===== config.mk =====
export PLATFORM = sky130hd
export DESIGN_NAME = pipe_controller
export DESIGN_NICKNAME = d
export VERILOG_FILES = /design/src/rtl/pipe_controller_pkg.sv /design/src/rtl/pipe_controller_ctrl_decode.sv /design/src/rtl/pipe_controller.sv
export SDC_FILE = /design/constraint.sdc
export NUM_CORES = 1
export LEC_CHECK = 0
export ABC_AREA = 1
export CORE_MARGIN = 2
export CORE_UTILIZATION = 30
export DETAILED_ROUTE_END_ITERATION = 12
export HOLD_SLACK_MARGIN = 0.08
export PLACE_DENSITY = 0.56
export SLEW_MARGIN = 20
export SYNTH_ARGS = -nofsm -noshare
export SYNTH_HDL_FRONTEND = slang
export SYNTH_SLANG_ARGS = --single-unit

===== constraint.sdc =====
create_clock -name clk -period 1.35 [get_ports clk]
set_input_delay 0.27 -clock clk [delete_from_list [all_inputs] [get_ports clk]]
set_output_delay 0.27 -clock clk [all_outputs]
set_load 0.01 [all_outputs]

===== src/rtl/pipe_controller_pkg.sv =====
// rtl/pipe_controller_pkg.sv - opcode/funct/ALU codes and pipelined control-word types
package pipe_controller_pkg;

  localparam logic [5:0] OP_RTYPE = 6'b000000;
  localparam logic [5:0] OP_LW    = 6'b100011;
  localparam logic [5:0] OP_SW    = 6'b101011;
  localparam logic [5:0] OP_BEQ   = 6'b000100;
  localparam logic [5:0] OP_BNE   = 6'b000101;
  localparam logic [5:0] OP_ADDI  = 6'b001000;
  localparam logic [5:0] OP_ANDI  = 6'b001100;
  localparam logic [5:0] OP_ORI   = 6'b001101;
  localparam logic [5:0] OP_SLTI  = 6'b001010;
  localparam logic [5:0] OP_J     = 6'b000010;

  localparam logic [5:0] FN_ADD = 6'b100000;
  localparam logic [5:0] FN_SUB = 6'b100010;
  localparam logic [5:0] FN_AND = 6'b100100;
  localparam logic [5:0] FN_OR  = 6'b100101;
  localparam logic [5:0] FN_SLT = 6'b101010;
  localparam logic [5:0] FN_XOR = 6'b100110;
  localparam logic [5:0] FN_NOR = 6'b100111;

  localparam int ALU_CODE_W = 4;

  localparam logic [ALU_CODE_W-1:0] ALU_AND = 4'b0000;
  localparam logic [ALU_CODE_W-1:0] ALU_OR  = 4'b0001;
  localparam logic [ALU_CODE_W-1:0] ALU_ADD = 4'b0010;
  localparam logic [ALU_CODE_W-1:0] ALU_XOR = 4'b0011;
  localparam logic [ALU_CODE_W-1:0] ALU_SUB = 4'b0110;
  localparam logic [ALU_CODE_W-1:0] ALU_SLT = 4'b0111;
  localparam logic [ALU_CODE_W-1:0] ALU_NOR = 4'b1100;

  typedef struct packed {
    logic                  regwrite;
    logic                  regdst;
    logic                  alusrc;
    logic                  memtoreg;
    logic                  memwrite;
    logic                  branch;
    logic                  branch_ne;
    logic [ALU_CODE_W-1:0] alucontrol;
  } ctrl_word_t;

  localparam ctrl_word_t CTRL_BUBBLE = '0;

  // Later stages only carry the fields they still consume.
  typedef struct packed {
    logic regwrite;
    logic memtoreg;
    logic memwrite;
  } em_word_t;

  typedef struct packed {
    logic regwrite;
    logic memtoreg;
  } mw_word_t;

endpackage


===== src/rtl/pipe_controller_ctrl_decode.sv =====
// rtl/pipe_controller_ctrl_decode.sv - combinational op/funct decode into a control word
module ctrl_decode
  import pipe_controller_pkg::*;
#(
  parameter bit EXT_OPS = 1'b1
) (
  input  logic [5:0] op,
  input  logic [5:0] funct,
  output ctrl_word_t ctrl,
  output logic       jump,
  output logic       ext_zero,
  output logic       illegal
);

  always_comb begin
    ctrl     = CTRL_BUBBLE;
    jump     = 1'b0;
    ext_zero = 1'b0;
    illegal  = 1'b0;
    case (op)
      OP_RTYPE: begin
        ctrl.regwrite = 1'b1;
        ctrl.regdst   = 1'b1;
        case (funct)
          FN_ADD: ctrl.alucontrol = ALU_ADD;
          FN_SUB: ctrl.alucontrol = ALU_SUB;
          FN_AND: ctrl.alucontrol = ALU_AND;
          FN_OR:  ctrl.alucontrol = ALU_OR;
          FN_SLT: ctrl.alucontrol = ALU_SLT;
          FN_XOR: if (EXT_OPS) ctrl.alucontrol = ALU_XOR; else illegal = 1'b1;
          FN_NOR: if (EXT_OPS) ctrl.alucontrol = ALU_NOR; else illegal = 1'b1;
          default: illegal = 1'b1;
        endcase
      end
      OP_LW: begin
        ctrl.regwrite   = 1'b1;
        ctrl.alusrc     = 1'b1;
        ctrl.memtoreg   = 1'b1;
        ctrl.alucontrol = ALU_ADD;
      end
      OP_SW: begin
        ctrl.memwrite   = 1'b1;
        ctrl.alusrc     = 1'b1;
        ctrl.alucontrol = ALU_ADD;
      end
      OP_BEQ: begin
        ctrl.branch     = 1'b1;
        ctrl.alucontrol = ALU_SUB;
      end
      OP_BNE: begin
        ctrl.branch_ne  = EXT_OPS;
        ctrl.alucontrol = ALU_SUB;
        illegal         = !EXT_OPS;
      end
      OP_ADDI: begin
        ctrl.regwrite   = 1'b1;
        ctrl.alusrc     = 1'b1;
        ctrl.alucontrol = ALU_ADD;
      end
      OP_ANDI: begin
        ctrl.regwrite   = 1'b1;
        ctrl.alusrc     = 1'b1;
        ctrl.alucontrol = ALU_AND;
        ext_zero        = 1'b1;
        illegal         = !EXT_OPS;
      end
      OP_ORI: begin
        ctrl.regwrite   = 1'b1;
        ctrl.alusrc     = 1'b1;
        ctrl.alucontrol = ALU_OR;
        ext_zero        = 1'b1;
        illegal         = !EXT_OPS;
      end
      OP_SLTI: begin
        ctrl.regwrite   = 1'b1;
        ctrl.alusrc     = 1'b1;
        ctrl.alucontrol = ALU_SLT;
        illegal         = !EXT_OPS;
      end
      OP_J:    jump    = 1'b1;
      default: illegal = 1'b1;
    endcase
    // Anything illegal must reach the pipeline as a harmless bubble.
    if (illegal) begin
      ctrl     = CTRL_BUBBLE;
      jump     = 1'b0;
      ext_zero = 1'b0;
    end
  end

endmodule


===== src/rtl/pipe_controller.sv =====
// rtl/pipe_controller.sv - pipelined MIPS controller with D/E, E/M and M/W control registers
module pipe_controller
  import pipe_controller_pkg::*;
#(
  parameter int ALUCTRL_W = 4,
  parameter bit EXT_OPS   = 1'b1
) (
  input  logic                 clk,
  input  logic                 rst_n,
  input  logic [5:0]           op_d,
  input  logic [5:0]           funct_d,
  input  logic                 zero_e,
  input  logic                 stall_e,
  input  logic                 flush_e,
  input  logic                 flush_m,
  output logic                 jump_d,
  output logic                 branch_d,
  output logic                 illegal_d,
  output logic                 ext_zero_d,
  output logic                 regdst_e,
  output logic                 alusrc_e,
  output logic                 memtoreg_e,
  output logic                 regwrite_e,
  output logic [ALUCTRL_W-1:0] alucontrol_e,
  output logic                 pcsrc_e,
  output logic                 memwrite_m,
  output logic                 memtoreg_m,
  output logic                 regwrite_m,
  output logic                 memtoreg_w,
  output logic                 regwrite_w
);

  ctrl_word_t ctrl_d;
  ctrl_word_t de_q;
  em_word_t   em_q;
  mw_word_t   mw_q;

  ctrl_decode #(.EXT_OPS(EXT_OPS)) u_decode (
    .op       (op_d),
    .funct    (funct_d),
    .ctrl     (ctrl_d),
    .jump     (jump_d),
    .ext_zero (ext_zero_d),
    .illegal  (illegal_d)
  );

  assign branch_d = ctrl_d.branch | ctrl_d.branch_ne;

  // Flush outranks stall so a squashed instruction never lingers in E.
  always_ff @(posedge clk or negedge rst_n) begin
    if (!rst_n)        de_q <= CTRL_BUBBLE;
    else if (flush_e)  de_q <= CTRL_BUBBLE;
    else if (!stall_e) de_q <= ctrl_d;
  end

  always_ff @(posedge clk or negedge rst_n) begin
    if (!rst_n) begin
      em_q <= '0;
    end else if (flush_m) begin
      em_q <= '0;
    end else begin
      em_q.regwrite <= de_q.regwrite;
      em_q.memtoreg <= de_q.memtoreg;
      em_q.memwrite <= de_q.memwrite;
    end
  end

  always_ff @(posedge clk or negedge rst_n) begin
    if (!rst_n) begin
      mw_q <= '0;
    end else begin
      mw_q.regwrite <= em_q.regwrite;
      mw_q.memtoreg <= em_q.memtoreg;
    end
  end

  assign regdst_e     = de_q.regdst;
  assign alusrc_e     = de_q.alusrc;
  assign memtoreg_e   = de_q.memtoreg;
  assign regwrite_e   = de_q.regwrite;
  assign alucontrol_e = ALUCTRL_W'(de_q.alucontrol);
  assign pcsrc_e      = (de_q.branch & zero_e) | (de_q.branch_ne & ~zero_e);

  assign memwrite_m = em_q.memwrite;
  assign memtoreg_m = em_q.memtoreg;
  assign regwrite_m = em_q.regwrite;
  assign memtoreg_w = mw_q.memtoreg;
  assign regwrite_w = mw_q.regwrite;

endmodule


==> impl_metrics.tcl, run 1 <==
set metrics [dict create \
    start_util 0.3208 \
    drive_gt1_frac 0.4495 \
    die_w_um 61.84 \
    grt_max_degree 17 \
    ys_seq_elements 16 \
    grt_overflow 0 \
    critical_path.cell_chain "dlygate4sd2_1 > inv_2 > nor2_4 > nand3_1 > nand2_2 > nor2_2 > o21bai_4 > buf_6" \
    port_buffers 35 \
    synth_top_area_share 0.3990 \
    cts_max_path_buffers 2 \
    nets 237 \
    drc_errors 0 \
    antenna_found_initial 0 \
    netlist-cell-type-count 19 \
    tritoncts "done" \
    synthTopCellsByArea "dfrtp_1 (40%), nand2_1 (13%), nand3_1 (8.5%), inv_1 (7.9%), nor2_1 (7.5%)" \
    pwr-share-comb 0.248 \
    critPathArrivalTime_ns 1.22 \
    path_class "input pin to output port" \
    path_clk_slew_ns 0.09 \
    slew_violations 0 \
    num_antenna_cells 0 \
    first_global_vias 1105 \
    vias 1133 \
    power.internal_mw 0.7779 \
    p_switching_mw 0.2825 \
    pwr-share-clk 0.295 \
    hold_violations 0 \
    vias_per_cell 4.324 \
    fmax_mhz 671.3 \
    clock_skew_ns 0.005206 \
    grt_pass1_wl_um 4498 \
    syn_inst 144 \
    final-setup-viol-count 1 \
    cp.required_ns 1.08 \
    path_max_fanout 3 \
    p_leak_nw 1.019 \
    cts.sinks 16 \
    coreArea_sq_um 3128 \
    seq_area_frac_synth 0.3990 \
    cts-root-buf "clkbuf_4" \
    crit_path_top_delay_cell "dlygate4sd2_1" \
    firstDrtPassIters 4 \
    power_mw 1.060 \
    io_pins 36 \
    ant_nets 0 \
    place_ws_ns -0.9297 \
    holdCritPathClass "input pin to flip-flop" \
    maxCapViolCount 0 \
    cts_hold_buffers 0 \
    place_hpwl_um 2148 \
    die_y_um 61.84 \
    synth_largest_area_cell "dfrtp_1" \
    drt-total-wl_um 2854 \
    p_seq_frac 0.457 \
    sw_frac_of_total 0.2664 \
    synth_warnings 0 \
    worst_slack_ns -0.1397 \
    cp_num_buf_inv 3 \
    placed_cells 247 \
    path_delay_family "buffers and inverters" \
    dieArea_sq_um 3824 \
    finalSetupTns_ns -0.1397 \
    row_count 20 \
    final_cells 262 \
    grt_usage 0.1600 \
    cp-start-kind "input pin" \
    htree_levels 1 \
    slowest_delay_ns 0.23 \
    pwr_density_cell_nw_per_um2 606.7 \
    rsz0062_at_grt "true" \
    period_share 1.103 \
    wire_per_inst_um 10.89 \
    status "finished, violations left" \
    violations "negative setup slack" \
    worst_pin_slew_ns 0.2994 \
    whs_ns 0.2747 \
    post-route-min-period_ns 1.490 \
    syn-num-nets 162 \
    gp_congestion 0.8050 \
    cp-end-kind "output port" \
    avgSynthCellArea_sq_um 6.968 \
    numCtsBuffers 3 \
    syn_area_sq_um 1003 \
    max-vdd-ir-drop_v 0.0002123 \
    drt_iter0_drc 13 \
    clock_latency_ns 0.29 \
    maxSlewHeadroom 0.7995 \
    layout-area-overhead-vs-synth_pct 74.19 \
]
[worst paths after layout]
kind | slack [ns] | endpoint | start | cells past startpoint
max | -0.14 | illegal_d | funct_d[5] | 8
min | 0.27 | de_q[5] | op_d[0] | 2
max reg2reg | 0.71 | memtoreg_e | memtoreg_e | 2
min reg2reg | 0.38 | regwrite_w | regwrite_m | 0
max in group asynchronous | 0.89 | alusrc_e | rst_n | 2
min in group asynchronous | 0.28 | memwrite_m | rst_n | 2
[Yosys cell counts]
library cell  instances
inv_1                21
dfrtp_1              16
nor2_1               20
clkbuf_1              1
nand3_2               1
o211ai_1              1
nor3_1                1
nand2_1              36
inv_2                 4
nor2_4                1
nand3_1              17
nand2_2               4
o31ai_1               3
nor2_8                1
o21ai_0               3
buf_4                 4
o21ai_1               3
o21bai_2              1
nor2_2                6
[worst reg2reg max path, cell delays in order (launching register included)]
cell and delay [ns]:
dfrtp_1 0.40, nand2_1 0.07, o31ai_1 0.06
[power by group through the flow]
stage / sequential, mW / clock [mW] / combinational [mW]
final: 0.485 / 0.313 / 0.263
after global placement: 0.495 / 0 / 0.224
after floorplan: 0.496 / 0 / 0.0762
after global routing: 0.486 / 0.344 / 0.287
after detailed placement: 0.495 / 0 / 0.227
after CTS: 0.485 / 0.318 / 0.243
[state kept, by name, summed over array words and instances, names as in the netlist]
name	count
alucontrol_e	4
de_q	3
alusrc_e	1
memtoreg_e	1
memtoreg_m	1
memtoreg_w	1
memwrite_m	1
regdst_e	1
regwrite_e	1
regwrite_m	1
regwrite_w	1
[area by class of cell]
| type | instances | area, sq um |
|---|---|---|
| fillers | 305 | 1380 |
| repair buffers | 75 | 598.1 |
| multi-input cells | 98 | 564.3 |
| flip-flops and latches | 16 | 400.4 |
| inverters | 25 | 93.84 |
| well taps | 44 | 55.05 |
| clock buffers | 4 | 36.28 |
[what timing repair did]
action                                  4_1_cts  5_1_grt
endpoints found under the setup margin       24        5
pin swaps                                    15       11
setup buffers                                 9        2
endpoints found under the hold margin         0        0
resized for setup                            89       25
[through the flow]
| step | area (sq um) | util |
|---|---|---|
| 2_1_floorplan | 1003 | - |
| 3_3_place_gp | 1593 | 0.5092 |
| 3_5_place_dp | 1593 | 0.5092 |
| 4_1_cts | 1693 | 0.5412 |
| 5_1_grt | 1748 | 0.5588 |
| 6_report | 1748 | 0.5588 |
[cells by family after synthesis]
| kind of cell | after synthesis | synth area share |
|---|---|---|
| simple gates | 87 | 0.4027 |
| flops | 16 | 0.3990 |
| buf+inv | 30 | 0.1272 |
| compound gates | 11 | 0.07106 |
[cell usage in the layout (no fill, tap or decap)]
| cell | count |
|---|---|
| o211ai_1 | 1 |
| buf_8 | 1 |
| nor2_2 | 7 |
| dfrtp_1 | 16 |
| o31ai_1 | 3 |
| nand2_1 | 30 |
| buf_4 | 41 |
| inv_1 | 16 |
| dlygate4sd2_1 | 14 |
| nand3_2 | 3 |
| clkbuf_4 | 3 |
| o21ai_0 | 2 |
| clkbuf_2 | 2 |
| buf_2 | 7 |
| o21ai_1 | 3 |
| nor2_1 | 13 |
| nor2_4 | 7 |
| buf_6 | 3 |
| nor2_8 | 1 |
| clkdlybuf4s15_2 | 1 |
| nor3_1 | 1 |
| clkbuf_8 | 1 |
| nand3_1 | 15 |
| nand2_4 | 1 |
| o21bai_4 | 1 |
| clkdlybuf4s50_1 | 4 |
| dlymetal6s2s_1 | 1 |
| clkdlybuf4s15_1 | 1 |
| nand2_2 | 9 |
| o21ai_2 | 1 |
| inv_2 | 9 |
[per-layer routing]
layer / global-route usage / vias to the layer above / share of wire
met1: 0.1926 / 504 / 0.43
li1: - / 593 / -
met5: 0 / - / 0
met2: 0.2857 / 31 / 0.50
met4: 0.05471 / 0 / 0.012
met3: 0.02899 / 5 / 0.052
Power figures use the tool's default switching activity.
==> run 2, diff against run 1 <==
--- a/config.mk
+++ b/config.mk
@@ -9,7 +9,6 @@
 export CORE_MARGIN = 2
 export CORE_UTILIZATION = 30
 export DETAILED_ROUTE_END_ITERATION = 12
-export HOLD_SLACK_MARGIN = 0.08
 export PLACE_DENSITY = 0.56
 export SLEW_MARGIN = 20
 export SYNTH_ARGS = -nofsm -noshare
==> results of run 2 <==
The final DEF is identical to that of run 1; final timing and power are the same.
==> run 3, diff against run 2 <==
--- a/config.mk
+++ b/config.mk
@@ -6,6 +6,7 @@
 export NUM_CORES = 1
 export LEC_CHECK = 0
 export ABC_AREA = 1
+export CORE_ASPECT_RATIO = 2
 export CORE_MARGIN = 2
 export CORE_UTILIZATION = 30
 export DETAILED_ROUTE_END_ITERATION = 12
==> impl_metrics.tcl, run 3 (synthesis results as in run 1) <==
set metrics [dict create \
    cts_hold_buffers 0 \
    power_mw 1.143 \
    cp.required_ns 1.08 \
    fmax_mhz 708.2 \
    worst_pin_slew_ns 0.2485 \
    start_util 0.3143 \
    grt_usage 0.1844 \
    nets 246 \
    crit_path_top_delay_cell "buf_2" \
    firstDrtPassIters 4 \
    placed_cells 231 \
    path_delay_family "simple AND/OR/NAND/NOR gates" \
    final_util 0.5925 \
    critPathArrivalTime_ns 1.14 \
    layout_commonest_cell "buf_4" \
    htree_levels 1 \
    period_share 1.046 \
    place_hpwl_um 2232 \
    path_clk_slew_ns 0.06 \
    whs_ns 0.2419 \
    path_max_fanout 3 \
    hold_violations 0 \
    cp_num_buf_inv 3 \
    grt_max_degree 17 \
    drt-total-wl_um 3249 \
    fillers 293 \
    critical_path.cell_chain "buf_6 > inv_6 > nor2_4 > nand3_2 > nand2_2 > nor2_4 > nand3_2 > o21bai_2 > buf_2" \
    grt_pass1_wl_um 5319 \
    worst_slack_ns -0.06201 \
    first_global_vias 1314 \
    grt_overflow 0 \
    wire_per_inst_um 12.64 \
    num_antenna_cells 0 \
    drt_iter0_drc 15 \
    io_pins 36 \
    drc_errors 0 \
    final-setup-viol-count 2 \
    maxSlewHeadroom 0.8329 \
    largest_reg_flops 4 \
    holdCritPathClass "input pin to flip-flop" \
    multi_input_comb_area_sq_um 605.6 \
    violations "negative setup slack" \
    reg2reg_slack_ns 0.71 \
    clock_skew_ns 0.002284 \
    port_buffers 35 \
    layout_common_cells "buf_4 (49), nand2_1 (28), dfrtp_1 (16), inv_1 (14), nand3_1 (14)" \
    cts-root-buf "clkbuf_8" \
    vias 1216 \
    cts.sinks 16 \
    cts_max_path_buffers 2 \
    cp-start-kind "input pin" \
    coreArea_sq_um 3193 \
    maxCapViolCount 0 \
    antenna_found_initial 0 \
    seq_area_sq_um 400.4 \
    slowest_delay_ns 0.14 \
    post-route-min-period_ns 1.412 \
    max-vdd-ir-drop_v 0.0002832 \
    die_w_um 44.90 \
    gp_congestion 0.8697 \
    worst-path-stages 9 \
    ant_nets 0 \
    die_y_um 85.79 \
    slew_violations 0 \
    clock_latency_ns 0.25 \
    pwr_density_cell_nw_per_um2 604.3 \
    hold_depth 2 \
    vias_per_cell 4.732 \
    numCtsBuffers 3 \
    final_cells 257 \
    tritoncts "done" \
    path_class "input pin to output port" \
    layout-area-overhead-vs-synth_pct 88.53 \
    reg2reg_depth 2 \
    cp-end-kind "output port" \
    dieArea_sq_um 3852 \
    status "finished, violations left" \
    drive_gt1_frac 0.5088 \
    row_count 29 \
    place_ws_ns -0.9582 \
    rsz0062_at_grt "true" \
    p_leak_nw 1.075 \
]
-- run 3: layout make-up --
cell class | instances | area share
tap | 31 | 0.02050
clock buffer | 3 | 0.02183
multi-input combinational | 98 | 0.3201
inverter | 25 | 0.05754
timing repair buffer | 84 | 0.3684
sequential | 16 | 0.2116
-- run 3: routing by layer --
metal  GRT usage  part of all wire  vias to the layer above
met5           0                 0                        -
met4      0.1176             0.039                        0
met3     0.02105             0.036                       11
met2      0.3531              0.60                       36
met1      0.1667              0.33                      560
li1            -                 -                      609
-- run 3: what timing repair did --
item	4_1_cts	5_1_grt
gates resized for setup	118	32
pin swaps	25	15
setup endpoints to repair	27	6
setup buffers	18	6
gates cloned	0	0
-- run 3: where the power goes --
| group | internal, mW | switching (mW) |
|---|---|---|
| registers | 0.484 | 0.00210 |
| logic | 0.157 | 0.152 |
| clock network | 0.198 | 0.151 |
| total | 0.839 | 0.305 |
-- run 3: worst paths after layout --
check	start	end
worst max register to register	de_q[6]	de_q[6]
worst min register to register	regwrite_m	regwrite_w
worst min-delay path	op_d[0]	de_q[5]
max in group asynchronous	rst_n	regwrite_m
min in group asynchronous	rst_n	memtoreg_m
worst max-delay path	op_d[3]	illegal_d
-- run 3: metrics by stage --
step | instance area, sq um | TNS, ns
after floorplan | 1003 | 0
after global placement | 1554 | -6.477
after detailed placement | 1554 | -6.824
after CTS | 1784 | -0.08495
after global routing | 1892 | -0.2037
final | 1892 | -0.07611
